==> config.mk <==
export PLATFORM = sky130hd
export DESIGN_NAME = rx_frame_seq
export DESIGN_NICKNAME = d
export VERILOG_FILES = /design/src/rtl/rx_frame_seq_pkg.sv /design/src/rtl/rx_frame_seq_seg_counter.sv /design/src/rtl/rx_frame_seq.sv
export SDC_FILE = /design/constraint.sdc
export NUM_CORES = 1
export LEC_CHECK = 0
export BUFFER_PORTS_ARGS = -buffer_cell sky130_fd_sc_hd__buf_2
export CAP_MARGIN = 40
export CORE_UTILIZATION = 60
export DETAILED_ROUTE_END_ITERATION = 6
export GPL_ROUTABILITY_DRIVEN = 0
export PLACE_DENSITY = 0.86
export SLEW_MARGIN = 20
export SYNTH_ARGS = -nofsm -noshare
export SYNTH_HDL_FRONTEND = slang
export SYNTH_SLANG_ARGS = --single-unit
==> constraint.sdc <==
create_clock -name clk -period 3.67 [get_ports clk]
set_input_delay 0.5505 -clock clk [delete_from_list [all_inputs] [get_ports clk]]
set_output_delay 0.5505 -clock clk [all_outputs]
set_load 0.02 [all_outputs]
==> src/rtl/rx_frame_seq_pkg.sv <==
// Shared constants and state type for the receive frame sequencer.
package rx_frame_seq_pkg;

    localparam int unsigned RXS_IDX_W   = 10;
    localparam int unsigned RXS_PRE_LEN = 512;
    localparam int unsigned RXS_SYM_LEN = 640;
    localparam int unsigned RXS_NSYM    = 10;
    localparam int unsigned RXS_SRCH_TO = 4096;
    localparam int unsigned RXS_SYM_W   = 4;
    localparam int unsigned RXS_CNT_W   = 16;

    typedef enum logic [2:0] {
        RXS_IDLE     = 3'd0,
        RXS_SEARCH   = 3'd1,
        RXS_ALIGN    = 3'd2,
        RXS_PREAMBLE = 3'd3,
        RXS_SIGPLD   = 3'd4
    } rxs_state_e;

endpackage

==> src/rtl/rx_frame_seq_seg_counter.sv <==
// Loadable down-counter with a registered zero flag; decrements once per accepted sample.
module rx_frame_seq_seg_counter
    import rx_frame_seq_pkg::*;
#(
    parameter int unsigned W = RXS_CNT_W
) (
    input  logic         clk,
    input  logic         rst,
    input  logic         clr_i,
    input  logic         load_i,
    input  logic [W-1:0] load_val_i,
    input  logic         dec_i,
    output logic [W-1:0] cnt_o,
    output logic         zero_o
);

    logic [W-1:0] cnt_q;
    logic         zero_q;

    // Load takes priority over decrement; zero flag tracks the value being written.
    always_ff @(posedge clk or posedge rst) begin
        if (rst) begin
            cnt_q  <= '0;
            zero_q <= 1'b1;
        end else if (clr_i) begin
            cnt_q  <= '0;
            zero_q <= 1'b1;
        end else if (load_i) begin
            cnt_q  <= load_val_i;
            zero_q <= (load_val_i == '0);
        end else if (dec_i) begin
            cnt_q  <= cnt_q - W'(1);
            zero_q <= (cnt_q == W'(1));
        end
    end

    assign cnt_o  = cnt_q;
    assign zero_o = zero_q;

endmodule

==> src/rtl/rx_frame_seq.sv <==
// Frame sequencer: searches for the timing estimate, skips to the preamble and
// steers samples to the preamble or signal/payload path with symbol marking.
module rx_frame_seq
    import rx_frame_seq_pkg::*;
#(
    parameter int unsigned IDX_W   = RXS_IDX_W,
    parameter int unsigned PRE_LEN = RXS_PRE_LEN,
    parameter int unsigned SYM_LEN = RXS_SYM_LEN,
    parameter int unsigned NSYM    = RXS_NSYM,
    parameter int unsigned SRCH_TO = RXS_SRCH_TO,
    parameter int unsigned SYM_W   = RXS_SYM_W
) (
    input  logic             clk,
    input  logic             rst,
    input  logic             en_i,
    input  logic             clr_i,
    input  logic             di_vld_i,
    input  logic [IDX_W-1:0] max_indx_i,
    input  logic             max_indx_vld_i,
    output logic             pre_sel_o,
    output logic             sp_sel_o,
    output logic             sym_start_o,
    output logic [SYM_W-1:0] sym_idx_o,
    output logic             frame_done_o,
    output logic             sync_err_o,
    output logic             busy_o
);

    localparam int unsigned CNT_W = RXS_CNT_W;

    rxs_state_e       state_q;
    logic [SYM_W-1:0] sym_q;
    logic             last_q;
    logic             pre_sel_q, sp_sel_q, sym_start_q, frame_done_q, sync_err_q, busy_q;
    logic [SYM_W-1:0] sym_idx_q;

    logic             cnt_load, cnt_dec, cnt_zero;
    logic [CNT_W-1:0] cnt_load_val, cnt;

    // One counter serves every phase: it holds the samples remaining after the current one.
    always_comb begin
        cnt_load     = 1'b0;
        cnt_dec      = 1'b0;
        cnt_load_val = '0;
        unique case (state_q)
            RXS_IDLE: begin
                if (di_vld_i && en_i) begin
                    cnt_load     = 1'b1;
                    cnt_load_val = CNT_W'(SRCH_TO - 2);
                end
            end
            RXS_SEARCH: begin
                if (max_indx_vld_i) begin
                    cnt_load     = 1'b1;
                    cnt_load_val = (max_indx_i != '0) ? CNT_W'(max_indx_i) - CNT_W'(1)
                                                      : CNT_W'(PRE_LEN - 1);
                end else if (di_vld_i) begin
                    cnt_dec = 1'b1;
                end
            end
            RXS_ALIGN: begin
                if (di_vld_i) begin
                    cnt_load     = cnt_zero;
                    cnt_dec      = !cnt_zero;
                    cnt_load_val = CNT_W'(PRE_LEN - 1);
                end
            end
            RXS_PREAMBLE, RXS_SIGPLD: begin
                if (di_vld_i) begin
                    cnt_load     = cnt_zero;
                    cnt_dec      = !cnt_zero;
                    cnt_load_val = CNT_W'(SYM_LEN - 1);
                end
            end
            default: ;
        endcase
    end

    rx_frame_seq_seg_counter #(.W(CNT_W)) u_seg_cnt (
        .clk        (clk),
        .rst        (rst),
        .clr_i      (clr_i),
        .load_i     (cnt_load),
        .load_val_i (cnt_load_val),
        .dec_i      (cnt_dec),
        .cnt_o      (cnt),
        .zero_o     (cnt_zero)
    );

    // Frame FSM with registered strobes; frame_done trails the last sp_sel by one cycle.
    always_ff @(posedge clk or posedge rst) begin
        if (rst) begin
            state_q      <= RXS_IDLE;
            sym_q        <= '0;
            last_q       <= 1'b0;
            pre_sel_q    <= 1'b0;
            sp_sel_q     <= 1'b0;
            sym_start_q  <= 1'b0;
            sym_idx_q    <= '0;
            frame_done_q <= 1'b0;
            sync_err_q   <= 1'b0;
            busy_q       <= 1'b0;
        end else begin
            pre_sel_q    <= 1'b0;
            sp_sel_q     <= 1'b0;
            sym_start_q  <= 1'b0;
            sym_idx_q    <= '0;
            sync_err_q   <= 1'b0;
            frame_done_q <= last_q;
            last_q       <= 1'b0;
            if (clr_i) begin
                state_q      <= RXS_IDLE;
                sym_q        <= '0;
                frame_done_q <= 1'b0;
                busy_q       <= 1'b0;
            end else begin
                unique case (state_q)
                    RXS_IDLE: begin
                        if (di_vld_i && en_i) begin
                            state_q <= RXS_SEARCH;
                            busy_q  <= 1'b1;
                        end
                    end
                    RXS_SEARCH: begin
                        if (max_indx_vld_i) begin
                            state_q <= (max_indx_i != '0) ? RXS_ALIGN : RXS_PREAMBLE;
                        end else if (di_vld_i && cnt_zero) begin
                            state_q    <= RXS_IDLE;
                            busy_q     <= 1'b0;
                            sync_err_q <= 1'b1;
                        end
                    end
                    RXS_ALIGN: begin
                        if (di_vld_i && cnt_zero) state_q <= RXS_PREAMBLE;
                    end
                    RXS_PREAMBLE: begin
                        if (di_vld_i) begin
                            pre_sel_q <= 1'b1;
                            if (cnt_zero) begin
                                state_q <= RXS_SIGPLD;
                                sym_q   <= '0;
                            end
                        end
                    end
                    RXS_SIGPLD: begin
                        if (di_vld_i) begin
                            sp_sel_q    <= 1'b1;
                            sym_start_q <= (cnt == CNT_W'(SYM_LEN - 1));
                            sym_idx_q   <= sym_q;
                            if (cnt_zero) begin
                                if (sym_q == SYM_W'(NSYM - 1)) begin
                                    state_q <= RXS_IDLE;
                                    busy_q  <= 1'b0;
                                    last_q  <= 1'b1;
                                end else begin
                                    sym_q <= sym_q + SYM_W'(1);
                                end
                            end
                        end
                    end
                    default: state_q <= RXS_IDLE;
                endcase
            end
        end
    end

    assign pre_sel_o    = pre_sel_q;
    assign sp_sel_o     = sp_sel_q;
    assign sym_start_o  = sym_start_q;
    assign sym_idx_o    = sym_idx_q;
    assign frame_done_o = frame_done_q;
    assign sync_err_o   = sync_err_q;
    assign busy_o       = busy_q;

endmodule
# After elaboration in Yosys (flattened, before gate mapping)
# Index checks and enable logic that the tools add are counted.
[op_classes]
n_eq_ne = 18
n_reduce_logical = 14
div_mod_pow = 0
muxes = 67
addsub = 3
bitwise_logic = 0
n_mul = 0
shifts = 0
magnitude_cmp = 0
[op_table]
columns = ["op", "count"]
rows = [
  ["$mux W16", 5],
  ["$pmux W16 S4", 1],
  ["$mux W4", 9],
  ["$mux W1", 34],
  ["$mux W3", 10],
  ["$ne A3 B3 Y1 const B", 8],
  ["$eq A16 B1 Y1 const B", 1],
  ["$eq A16 B10 Y1 const B", 1],
  ["$logic_not A16 Y1", 1],
  ["$sub A16 B1 Y16 const B", 1],
  ["$pmux W3 S5", 1],
  ["$mux W12", 1],
  ["$sub A10 B1 Y11 const B", 1],
  ["$mux W10", 1],
  ["$reduce_bool A10 Y1", 1],
  ["$mux W9", 1],
  ["$pmux W4 S2", 1],
  ["$reduce_and A8 Y1", 1],
  ["$reduce_and A7 Y1", 1],
  ["$eq A3 B2 Y1 const B", 2],
  ["$ne A3 B2 Y1 const B", 2],
  ["$pmux W1 S3", 2],
  ["$reduce_and A6 Y1", 1],
  ["$reduce_bool A3 Y1", 2],
  ["other kinds (12)", 13],
]
[totals]
word_cells = 114
in_bits = 16
latchBits = 0
ramBits = 0
reg_bits = 35
mem_count = 0
output_inout_bits = 10
mem_bits_ro = 0

# Longest topological paths before layout
# Gate-level depths: netlist (run 1).
[depth]
ltp_word = 7
depth_mapped = 9
ltp_nobuf = 8

# Modules after synthesis
# Synthesis (run 1) repeated with hierarchy kept, for this count alone.
[hier_totals]
hier_cells = 286
hier_area_um2 = 2549.9
[modules_own_cells]
columns = ["module", "area_per_inst_um2", "instances", "seq_area_each_um2", "cells_each"]
rows = [
  ["rx_frame_seq", 1376.3, 1, 450.4, 159],
  ["rx_frame_seq_seg_counter", 1173.6, 1, 426.7, 127],
]

# Worst setup path after synthesis (run 1)
# No wires, ideal clock.
[synth_timing]
path_kind = "input to register"
from = "in max_indx_i[0]"
to = "reg u_seg_cnt.zero_q, in the netlist u_seg_cnt.zero_o"
arrival_time_ps = 2293
setup_time_ps = 88
required_time_ps = 3582
n_path_buf = 1
slack_ps = 1289
cell_stages = 9
path_cell_list = "inv_1 -> ha_1 -> or3b_2 -> clkbuf_1 -> nor4_1 -> nand2_1 -> nand3_1 -> nor4_1 -> or3_1"
[synth_via]
elab_chain_cells = 7
elab_cells_between_ends = 8
cone_classes = "1 x add/sub; 5 x mux; 2 x reduce/logical"
[synth_rtl]
columns = ["element", "line_no", "text"]
rows = [
  ["start: declaration", "rx_frame_seq.sv:18", "input logic [IDX_W-1:0] max_indx_i,"],
  ["$sub A10 B1 Y11 or $reduce_bool A10 Y1 (tied branches)", "rx_frame_seq.sv:55", "cnt_load_val = (max_indx_i != '0) ? CNT_W'(max_indx_i) - CNT_W'(1)"],
  ["$mux W16 *", "rx_frame_seq.sv:55", ""],
  ["$mux W16 *", "rx_frame_seq.sv:53", "if (max_indx_vld_i) begin"],
  ["$pmux W16 S4 *", "rx_frame_seq.sv:45", "unique case (state_q)"],
  ["$logic_not A16 Y1 *", "rx_frame_seq_seg_counter.sv:30", "zero_q <= (load_val_i == '0);"],
  ["$mux W1 *", "rx_frame_seq_seg_counter.sv:28", "end else if (load_i) begin"],
  ["$mux W1 *", "rx_frame_seq_seg_counter.sv:25", "end else if (clr_i) begin"],
  ["end signal: assignment", "rx_frame_seq_seg_counter.sv:30", ""],
  ["end signal: assignment", "rx_frame_seq_seg_counter.sv:33", "zero_q <= (cnt_q == W'(1));"],
  ["end: declaration", "rx_frame_seq_seg_counter.sv:18", "logic zero_q;"],
]
# Every way passes the cells marked *; elsewhere a longest branch is shown, timed or not.
# A chain may end at the register's enable or synchronous reset.

# Worst setup path in the final report (run 1)
[layout_timing]
from = "reg state_q[2]"
to = "reg u_seg_cnt.zero_q, in the netlist u_seg_cnt.zero_o"
[layout_via]
elab_chain_cells = 6
elab_cells_between_ends = 14
cone_classes = "4 x eq/ne; 5 x mux; 5 x reduce/logical"
[layout_rtl]
columns = ["element", "line_no", "text"]
rows = [
  ["start: declaration", "rx_frame_seq.sv:31", "rxs_state_e state_q;"],
  ["start signal: assignment", "rx_frame_seq.sv:126", "state_q <= (max_indx_i != '0) ? RXS_ALIGN : RXS_PREAMBLE;"],
  ["$eq A3 B3 Y1 or $eq A3 B2 Y1 (tied branches)", "rx_frame_seq.sv:45", ""],
  ["$reduce_or A2 Y1", "rx_frame_seq.sv:45", ""],
  ["$pmux W16 S4", "rx_frame_seq.sv:45", ""],
  ["$logic_not A16 Y1", "rx_frame_seq_seg_counter.sv:30", ""],
  ["$mux W1", "rx_frame_seq_seg_counter.sv:28", ""],
  ["$mux W1", "rx_frame_seq_seg_counter.sv:25", ""],
]
# Parallel ways exist; a longest one is shown, timed or not.

==> results of run 1 <==
## layer usage
layer  track usage, %  up-vias
met5                0        -
met4            11.41        0
met3            5.172       10
met2            44.26       91
met1            38.95     1100
li1                 -     1141
## flip-flops by register name, summed over array words and instances, names as in the netlist
name	cells
busy_o	1
frame_done_o	1
last_q	1
pre_sel_o	1
sp_sel_o	1
state_q	3
sym_idx_o	4
sym_q	4
sym_start_o	1
sync_err_o	1
u_seg_cnt.cnt_o	16
u_seg_cnt.zero_o	1
## worst max-delay path: stages, from the launching register on
cell       delay [ps]
dfrtp_1           570
nand4bb_1         600
or4_4             660
and2_4            170
o211ai_2           60
nor4_1             60
or3_1             350
## path summary, 6_finish.rpt
path	slack, ps	endpoint	cells after the start
min in group clk	470	frame_done_o$_DFF_PP0_	1
max in group asynchronous	2980	u_seg_cnt.zero_o$_DFFE_PP1P_	3
min	350	frame_done_o$_DFF_PP0_	3
min reg2reg	470	frame_done_o$_DFF_PP0_	1
max reg2reg	1120	u_seg_cnt.zero_o$_DFFE_PP1P_	6
max	1120	u_seg_cnt.zero_o$_DFFE_PP1P_	6
## cell families (layout without fill, tap and decap cells)
logic type | Yosys count | count (layout) | synth area share, %
AND/OR/NAND/NOR | 131 | 131 | 28.98
buffers and inverters | 29 | 46 | 4.660
flip-flops | 35 | 35 | 35.89
AO/OA/AOI/OAI | 88 | 88 | 22.12
adder cells (fa/ha/maj) | 7 | 7 | 3.584
multiplexers | 2 | 2 | 0.8193
XOR/XNOR | 11 | 11 | 3.943
## layout by cell type, fill, tap and decap left out, drive strengths merged, types with 2 or more instances in the layout
| cell | count |
|---|---|
| and3 | 6 |
| nor2 | 35 |
| or3 | 2 |
| inv | 10 |
| nand4 | 3 |
| nand3 | 9 |
| or4b | 2 |
| a21oi | 27 |
| buf | 29 |
| ha | 7 |
| nor3 | 13 |
| o211ai | 5 |
| a211oi | 3 |
| clkbuf | 6 |
| or3b | 2 |
| o31ai | 5 |
| nand3b | 2 |
| nand2 | 21 |
| nor4b | 3 |
| nor4 | 10 |
| or4 | 6 |
| xor2 | 4 |
| mux2i | 2 |
| o21ai | 31 |
| dfrtp | 34 |
| xnor2 | 7 |
| and2 | 3 |
| o32ai | 3 |
| a211o | 3 |
| o31a | 2 |
| nor2b | 6 |
| nor3b | 4 |
## through the flow
step | total power [mW] | utilization, %
5_1_grt | 1.590 | 71.00
6_report | 1.488 | 71.00
2_1_floorplan | 1.033 | -
3_3_place_gp | 1.173 | 68.68
3_5_place_dp | 1.188 | 68.68
4_1_cts | 1.474 | 71.00
## power by group through the flow
stage / logic, mW / registers [mW] / clock network, mW
finish: 0.625 / 0.579 / 0.285
global route: 0.696 / 0.592 / 0.301
CTS: 0.613 / 0.574 / 0.287
detailed placement: 0.609 / 0.579 / 0
global placement: 0.594 / 0.578 / 0
floorplan: 0.498 / 0.535 / 0
## final cells by class
class	count	area (µm²)	area share [%]
Inverter	10	37.54	1.402
Multi-Input combinational cell	239	1460	54.53
Sequential cell	35	877.1	32.76
Timing Repair Buffer	29	155.1	5.794
Tap cell	48	60.06	2.243
Clock inverter	1	5.005	0.1869
Clock buffer	6	82.58	3.084
==> results.yml, run 1 <==
logic_synthesis:
  syn_area_mm2: 0.002444
  synth_top_flop_cell: "dfrtp_1"
  synthArstFlopShare_pct: 100.0
  synth_top_cell_by_area: "dfrtp_1"
  netlist-cell-type-count: 51
  syn_inst: 303
  synth_edf_count: 0
  synth_top_area_share_pct: 34.82
  synth_seq_cells: 35
  yosysSeqAreaShare_pct: 35.89
  yosys-top-cells-count: "nor2_1, dfrtp_1, o21ai_0"
  ys_top_cells_by_area: "dfrtp_1, o21ai_0, a21oi_1"
  synth.most_common_cell: "nor2_1"
  syn_avg_cell_area_um2: 8.065
  ys_warn_count: 0
  syn-num-nets: 326
floorplanning:
  start_util_pct: 64.80
  dieArea_mm2: 0.004332
  coreArea_mm2: 0.003771
  core.rowCount: 22
  die_h_um: 65.82
  io_pins: 26
  fp.dieW_um: 65.82
min_path:
  hold_class: "in2async"
sta:
  finalClockSkew_ps: 4.978
  setup_violations: 0
  min_period_ps: 2550
  worst_slack_ps: 1120
  fin_hold_ws_ps: 353.9
  tns_ps: 0
  clock.fmax_mhz: 392.1
  rsz0062_at_grt: "false"
  final_max_slew_viol_count: 0
  finalCritPeriodShare_pct: 69.49
  hold_violations: 0
  worst_pin_slew_ps: 782.6
  max-slew-margin-rel_pct: 47.35
cts:
  ctsLongestPathBuffers: 2
  insertion_delay_ps: 290
  cts_root_buf: "clkbuf_8"
  clk_pin_slew_worst_paths_ps: 70
  cts_max_level: 2
  cts_tree: "yes"
  ctsResizeCount: 0
  post_cts_buffers: 0
  cts-buffers-inserted: 5
  clkSinkCount: 35
  cts_hold_buf: 0
global_route:
  grt_overflow: 0
  grt_use_total_pct: 28.51
  antenna_found_initial: 0
  grt_pass1_vias: 2101
  grt_pass1_wl_um: 9494
  grt_max_degree: 36
route:
  vias: 2342
  routed.top_layer: "met4"
  wl_per_cell_um: 15.19
  post-route-drc-count: 0
  met2_length_um: 2533
  dr.pass1.iters: 4
  viasPerCell: 6.364
  wl_um: 5591
  met3_length_um: 329
  ant_nets: 0
  first_iter_violations: 146
  wl_met1_um: 2624
final_layout:
  stdcell_area_mm2: 0.002678
  final-instance-count-excl-fill: 368
  diodes: 0
  areaGrowthSynthToFinish_pct: 9.575
  fin_nets: 343
  drive_above_1_share_pct: 14.69
  nFillCells: 289
placement:
  portBuffers: 25
  post-place-cells: 361
  dp_slack_ps: 919.2
  place_hpwl_um: 4046
  postPlaceCellArea_mm2: 0.002590
pwr:
  p_sw_share_pct: 42.53
  clock_power_share_pct: 19.1
  p_switching_mw: 0.6330
  powerDensity_mw_per_mm2: 555.9
  p_comb_share_pct: 42.0
  peakVddDrop_mv: 0.4014
  p_int_mw: 0.8554
  p_seq_share_pct: 38.9
  p_leak_nw: 1.182
worst_setup_path:
  worstPathArrival_ps: 2770
  r2r_start: "state_q[2]$_DFFE_PP0P_"
  worst_setup_path_start_kind: "flop"
  end_kind: "flop"
  path_max_fanout: 20
  path_class: "reg2reg"
  critical_path.startpoint: "state_q[2]$_DFFE_PP0P_"
  worst_ep_required_time_ps: 3890
run_status:
  status: "completed"
flow_run:
  maxCapViolCount: 0
Note: power is estimated with default switching activity, not from simulation.
==> run 2: changes to the inputs <==
--- a/config.mk
+++ b/config.mk
@@ -7,10 +7,10 @@
 export LEC_CHECK = 0
 export BUFFER_PORTS_ARGS = -buffer_cell sky130_fd_sc_hd__buf_2
 export CAP_MARGIN = 40
-export CORE_UTILIZATION = 60
+export CORE_UTILIZATION = 59
 export DETAILED_ROUTE_END_ITERATION = 6
 export GPL_ROUTABILITY_DRIVEN = 0
-export PLACE_DENSITY = 0.86
+export PLACE_DENSITY = 0.85
 export SLEW_MARGIN = 20
 export SYNTH_ARGS = -nofsm -noshare
 export SYNTH_HDL_FRONTEND = slang
==> constraint.sdc (replaced) <==
create_clock -name clk -period 2.5 [get_ports clk]
set_input_delay 0.375 -clock clk [delete_from_list [all_inputs] [get_ports clk]]
set_output_delay 0.375 -clock clk [all_outputs]
set_load 0.02 [all_outputs]
==> run 2 against run 1 <==
  * The flow now finishes with violations (design-rule violations)
  * Clock-buffer cell count is 2 higher
  * Power is 51% higher
  * Largest power group unchanged
  * Via count is 0.43% higher
  * Final area is 2.8% higher
  * Register-to-register slack worse by 970 ps
  * First-iteration DRC count is 71% higher
==> results.yml, run 2 (same netlist as run 1, synthesis figures left out) <==
worst_setup_path:
  end_kind: "flop"
  path_class: "reg2reg"
  worstPathArrival_ps: 2530
  path_max_fanout: 16
  worst_ep_required_time_ps: 2680
  worst_setup_path_start_kind: "flop"
final_layout:
  drive_above_1_share_pct: 16.72
  areaGrowthSynthToFinish_pct: 12.65
  fin_nets: 351
  final_core_util_pct: 68.81
  diodes: 0
  largest_reg_flops: 16
  final_common_cell: "nor2_1"
  layout_common_cells: "nor2_1, dfrtp_1, o21ai_0"
pwr:
  powerDensity_mw_per_mm2: 818.9
  peakVddDrop_mv: 0.4943
  p_leak_nw: 1.225
  finalPower_mw: 2.254
run_status:
  status: "complete, but fails checks"
  violations: "design-rule violations"
floorplanning:
  start_util_pct: 61.09
  core.rowCount: 23
  fp.dieW_um: 66.36
  die_h_um: 66.36
  io_pins: 26
  dieArea_mm2: 0.004403
  coreArea_mm2: 0.004000
cts:
  cts_hold_buf: 0
  clk_pin_slew_worst_paths_ps: 70
  clkSinkCount: 35
  ctsLongestPathBuffers: 2
  post_cts_buffers: 0
  cts-buffers-inserted: 5
  ctsResizeCount: 0
  cts_tree: "yes"
  cts_max_level: 2
  cts_root_buf: "clkbuf_8"
  insertion_delay_ps: 280
sta:
  clock.fmax_mhz: 424.7
  tns_ps: 0
  finalClockSkew_ps: 7.111
  setup_violations: 0
  max-slew-margin-rel_pct: 56.92
  hold_violations: 0
  rsz0062_at_grt: "false"
  final_max_slew_viol_count: 0
  finalCritPeriodShare_pct: 94.18
  fin_hold_ws_ps: 182.4
  worst_pin_slew_ps: 637.2
  min_period_ps: 2355
route:
  post-route-drc-count: 2
  vias: 2352
  dr.pass1.iters: 6
  first_iter_violations: 250
  wl_um: 5692
  viasPerCell: 6.206
  ant_nets: 0
  wl_per_cell_um: 15.02
global_route:
  grt_use_total_pct: 29.49
  grt_pass1_vias: 2196
  grt_pass1_wl_um: 9873
  grt_max_degree: 36
  grt_overflow: 0
  antenna_found_initial: 0
min_path:
  hold_class: "in2async"
flow_run:
  maxCapViolCount: 0
placement:
  portBuffers: 25
  place_hpwl_um: 4129
==> run 2: worst paths after layout <==
path	startpoint	end	slack, ps	cells after the start
worst max register to register	state_q[0]$_DFFE_PP0P_	u_seg_cnt.cnt_o[6]$_DFFE_PP0P_	150	6
worst min register to register	last_q$_DFF_PP0_	frame_done_o$_DFF_PP0_	500	1
min in group clk	en_i	busy_o$_DFFE_PP0P_	440	3
worst max-delay path	state_q[0]$_DFFE_PP0P_	u_seg_cnt.cnt_o[6]$_DFFE_PP0P_	150	6
worst min-delay path	rst	sym_q[3]$_DFFE_PP0P_	180	3
max in group asynchronous	rst	u_seg_cnt.zero_o$_DFFE_PP1P_	1990	3
==> run 2: area by class of cell <==
type	instances	area, µm²
clock buffers	8	100.1
fillers	332	1247
inverters	10	37.54
multi-input cells	239	1460
flip-flops and latches	35	877.1
well taps	50	62.56
repair buffers	37	215.2
==> run 2: power by group <==
| part | switching, mW | internal, mW | total [mW] |
|---|---|---|---|
| Clock | 0.196 | 0.251 | 0.447 |
| Sequential | 0.162 | 0.679 | 0.841 |
| Combinational | 0.565 | 0.401 | 0.966 |
| Total | 0.923 | 1.33 | 2.25 |
==> run 2: layer usage <==
metal  GRT usage [%]  wire length, µm  vias to the layer above
met3           5.690              230                        7
met2           50.77             2776                       60
met4           7.447               58                        0
li1                -                -                     1162
met5               0                0                        -
met1           37.61             2626                     1123
==> run 2: worst max-delay path, stage by stage, from the launching register on <==
cell	delay, ps
dfrtp_1	610
nor3b_1	440
o311ai_1	200
buf_4	220
nor4_1	330
xnor2_1	150
a211oi_1	300
==> run 2: stage by stage <==
step	setup WS, ps	area (µm²)	instances
after detailed placement	110.0	2653	371
after floorplan	294.4	2444	303
after global placement	177.0	2653	371
final	145.4	2753	379
after CTS	215.5	2753	379
after global routing	11.61	2753	379
==> run 3: changes to the inputs <==
--- a/config.mk
+++ b/config.mk
@@ -5,12 +5,13 @@
 export SDC_FILE = /design/constraint.sdc
 export NUM_CORES = 1
 export LEC_CHECK = 0
-export BUFFER_PORTS_ARGS = -buffer_cell sky130_fd_sc_hd__buf_2
+export ABC_CLOCK_PERIOD_IN_PS = 2500
 export CAP_MARGIN = 40
-export CORE_UTILIZATION = 59
+export CORE_UTILIZATION = 60
 export DETAILED_ROUTE_END_ITERATION = 6
+export DONT_BUFFER_PORTS = 1
 export GPL_ROUTABILITY_DRIVEN = 0
-export PLACE_DENSITY = 0.85
+export PLACE_DENSITY = 0.81
 export SLEW_MARGIN = 20
 export SYNTH_ARGS = -nofsm -noshare
 export SYNTH_HDL_FRONTEND = slang
==> constraint.sdc (replaced) <==
create_clock -name clk -period 2.5 [get_ports clk]
set_input_delay 0.5 -clock clk [delete_from_list [all_inputs] [get_ports clk]]
set_output_delay 0.5 -clock clk [all_outputs]
set_load 0.02 [all_outputs]
==> run 3 against run 2 <==
  * The run now ends clean
  * Power is 3.6% lower
  * Sequential cell count stayed put
  * Critical path depth stayed put
  * Non-clock buffer count is 25 lower
  * Clock power is 11% lower
  * Die area is 1.6% lower
  * First-iteration DRC count is 10% lower
  * Global-route usage is 0.17 points higher
  * Core utilization is 0.36 points higher
  * Register-to-register slack better by 150 ps
  * Critical endpoint unchanged
  * Largest power group unchanged
  * Highest routed layer unchanged
==> results.yml, run 3 (same netlist as run 1, synthesis figures left out) <==
worst_setup_path:
  worstPathArrival_ps: 2410
  worst_setup_path_start_kind: "flop"
  r2r_start: "state_q[2]$_DFFE_PP0P_"
  cp_cell_sequence: "nor3b_1 > o311ai_1 > buf_4 > nor4_1 > xnor2_1 > a211oi_1"
  path_class: "reg2reg"
  worstRegToRegCells: 6
  r2r_end: "u_seg_cnt.cnt_o[6]$_DFFE_PP0P_"
  max_stage_delay_ps: 540
  cp.buffers_inverters: 1
  slowest_stage: "dfrtp_1"
  end_kind: "flop"
  worst_ep_required_time_ps: 2700
  critical_path.startpoint: "state_q[2]$_DFFE_PP0P_"
  critPathTopFamily: "simple AND/OR/NAND/NOR gates"
  path_max_fanout: 15
  r2r_slack_ps: 290
sta:
  tns_ps: 0
  setup_violations: 0
  finalCritPeriodShare_pct: 88.29
  rsz0062_at_grt: "false"
  hold_violations: 0
  max-slew-margin-rel_pct: 56.82
  finalClockSkew_ps: 7.063
  final_max_slew_viol_count: 0
  min_period_ps: 2207
  fin_hold_ws_ps: 194.9
  clock.fmax_mhz: 453.1
  worst_pin_slew_ps: 638.6
placement:
  place_hpwl_um: 3997
  portBuffers: 0
cts:
  post_cts_buffers: 0
  insertion_delay_ps: 290
  cts_tree: "yes"
  cts-buffers-inserted: 5
  cts_root_buf: "clkbuf_8"
  clkSinkCount: 35
  cts_hold_buf: 0
  ctsResizeCount: 0
  clk_pin_slew_worst_paths_ps: 70
  ctsLongestPathBuffers: 2
  cts_max_level: 2
final_layout:
  nFillCells: 301
  drive_above_1_share_pct: 10.20
  final_core_util_pct: 69.18
  layout_common_cells: "nor2_1, dfrtp_1, o21ai_0"
  areaGrowthSynthToFinish_pct: 6.759
  regArea_um2: 877.1
  final_common_cell: "nor2_1"
  largest_reg_flops: 16
  multi_input_area_mm2: 0.001460
  diodes: 0
  fin_nets: 326
floorplanning:
  coreArea_mm2: 0.003771
  io_pins: 26
  core.rowCount: 22
  die_h_um: 65.82
  dieArea_mm2: 0.004332
  fp.dieW_um: 65.82
  start_util_pct: 64.80
global_route:
  grt_use_total_pct: 29.66
  grt_pass1_wl_um: 9811
  antenna_found_initial: 0
  grt_overflow: 0
  grt_max_degree: 36
  grt_pass1_vias: 2204
route:
  vias: 2273
  post-route-drc-count: 0
  viasPerCell: 6.457
  wl_per_cell_um: 15.73
  wl_um: 5536
  ant_nets: 0
  dr.pass1.iters: 5
  first_iter_violations: 225
pwr:
  p_leak_nw: 1.107
  powerDensity_mw_per_mm2: 832.6
  peakVddDrop_mv: 0.4941
flow_run:
  maxCapViolCount: 0
run_status:
  status: "completed"
min_path:
  hold_class: "in2async"
run 3: changes by cell type in the layout (fill, tap and decap cells not counted):
cell | previous run | this run
clkbuf_8 | 7 | 5
clkinv_2 | 0 | 3
buf_2 | 25 | 0
clkbuf_1 | 1 | 0
run 3: layout make-up:
type	count	area share (%)
well taps	48	2.302
inverters	10	1.439
repair buffers	12	3.453
flip-flops and latches	35	33.62
clock buffers	5	2.638
clock inverters	3	0.5755
multi-input cells	239	55.97
run 3: per-stage QoR:
stage	power [mW]	instances	setup WS (ps)	instance area, µm²
3_5_place_dp	1.759	344	151.8	2525
5_1_grt	2.357	352	54.96	2609
6_report	2.172	352	292.8	2609
4_1_cts	2.169	352	311.3	2609
3_3_place_gp	1.744	344	192.0	2525
2_1_floorplan	1.516	303	169.4	2444
run 3: routing by layer:
layer	GRT usage, %	vias to the layer above	part of all wire, %
li1	-	1106	-
met1	37.73	1072	45
met2	48.98	83	48
met3	6.552	12	5.6
met4	10.60	0	1.8
met5	0	-	0
run 3: where the power goes:
part / switching [mW] / total [mW] / internal, mW
Combinational: 0.544 / 0.940 / 0.397
Sequential: 0.156 / 0.835 / 0.679
Clock: 0.206 / 0.397 / 0.190
Total: 0.906 / 2.17 / 1.27
run 3: how the worst max path moves through the flow:
stage	to	slack, ps	depth (start not counted)
after detailed placement	u_seg_cnt.zero_o$_DFFE_PP1P_	150	8
after global routing	u_seg_cnt.cnt_o[14]$_DFFE_PP0P_	50	6
after global placement	u_seg_cnt.zero_o$_DFFE_PP1P_	190	8
after floorplan	u_seg_cnt.zero_o$_DFFE_PP1P_	170	9
final	u_seg_cnt.cnt_o[6]$_DFFE_PP0P_	290	6
after CTS	u_seg_cnt.cnt_o[6]$_DFFE_PP0P_	310	6
run 3: worst reg2reg max path: stages (launching register included):
cell,delay (ps)
dfrtp_1,540
nor3b_1,490
o311ai_1,210
buf_4,220
nor4_1,310
xnor2_1,130
a211oi_1,230
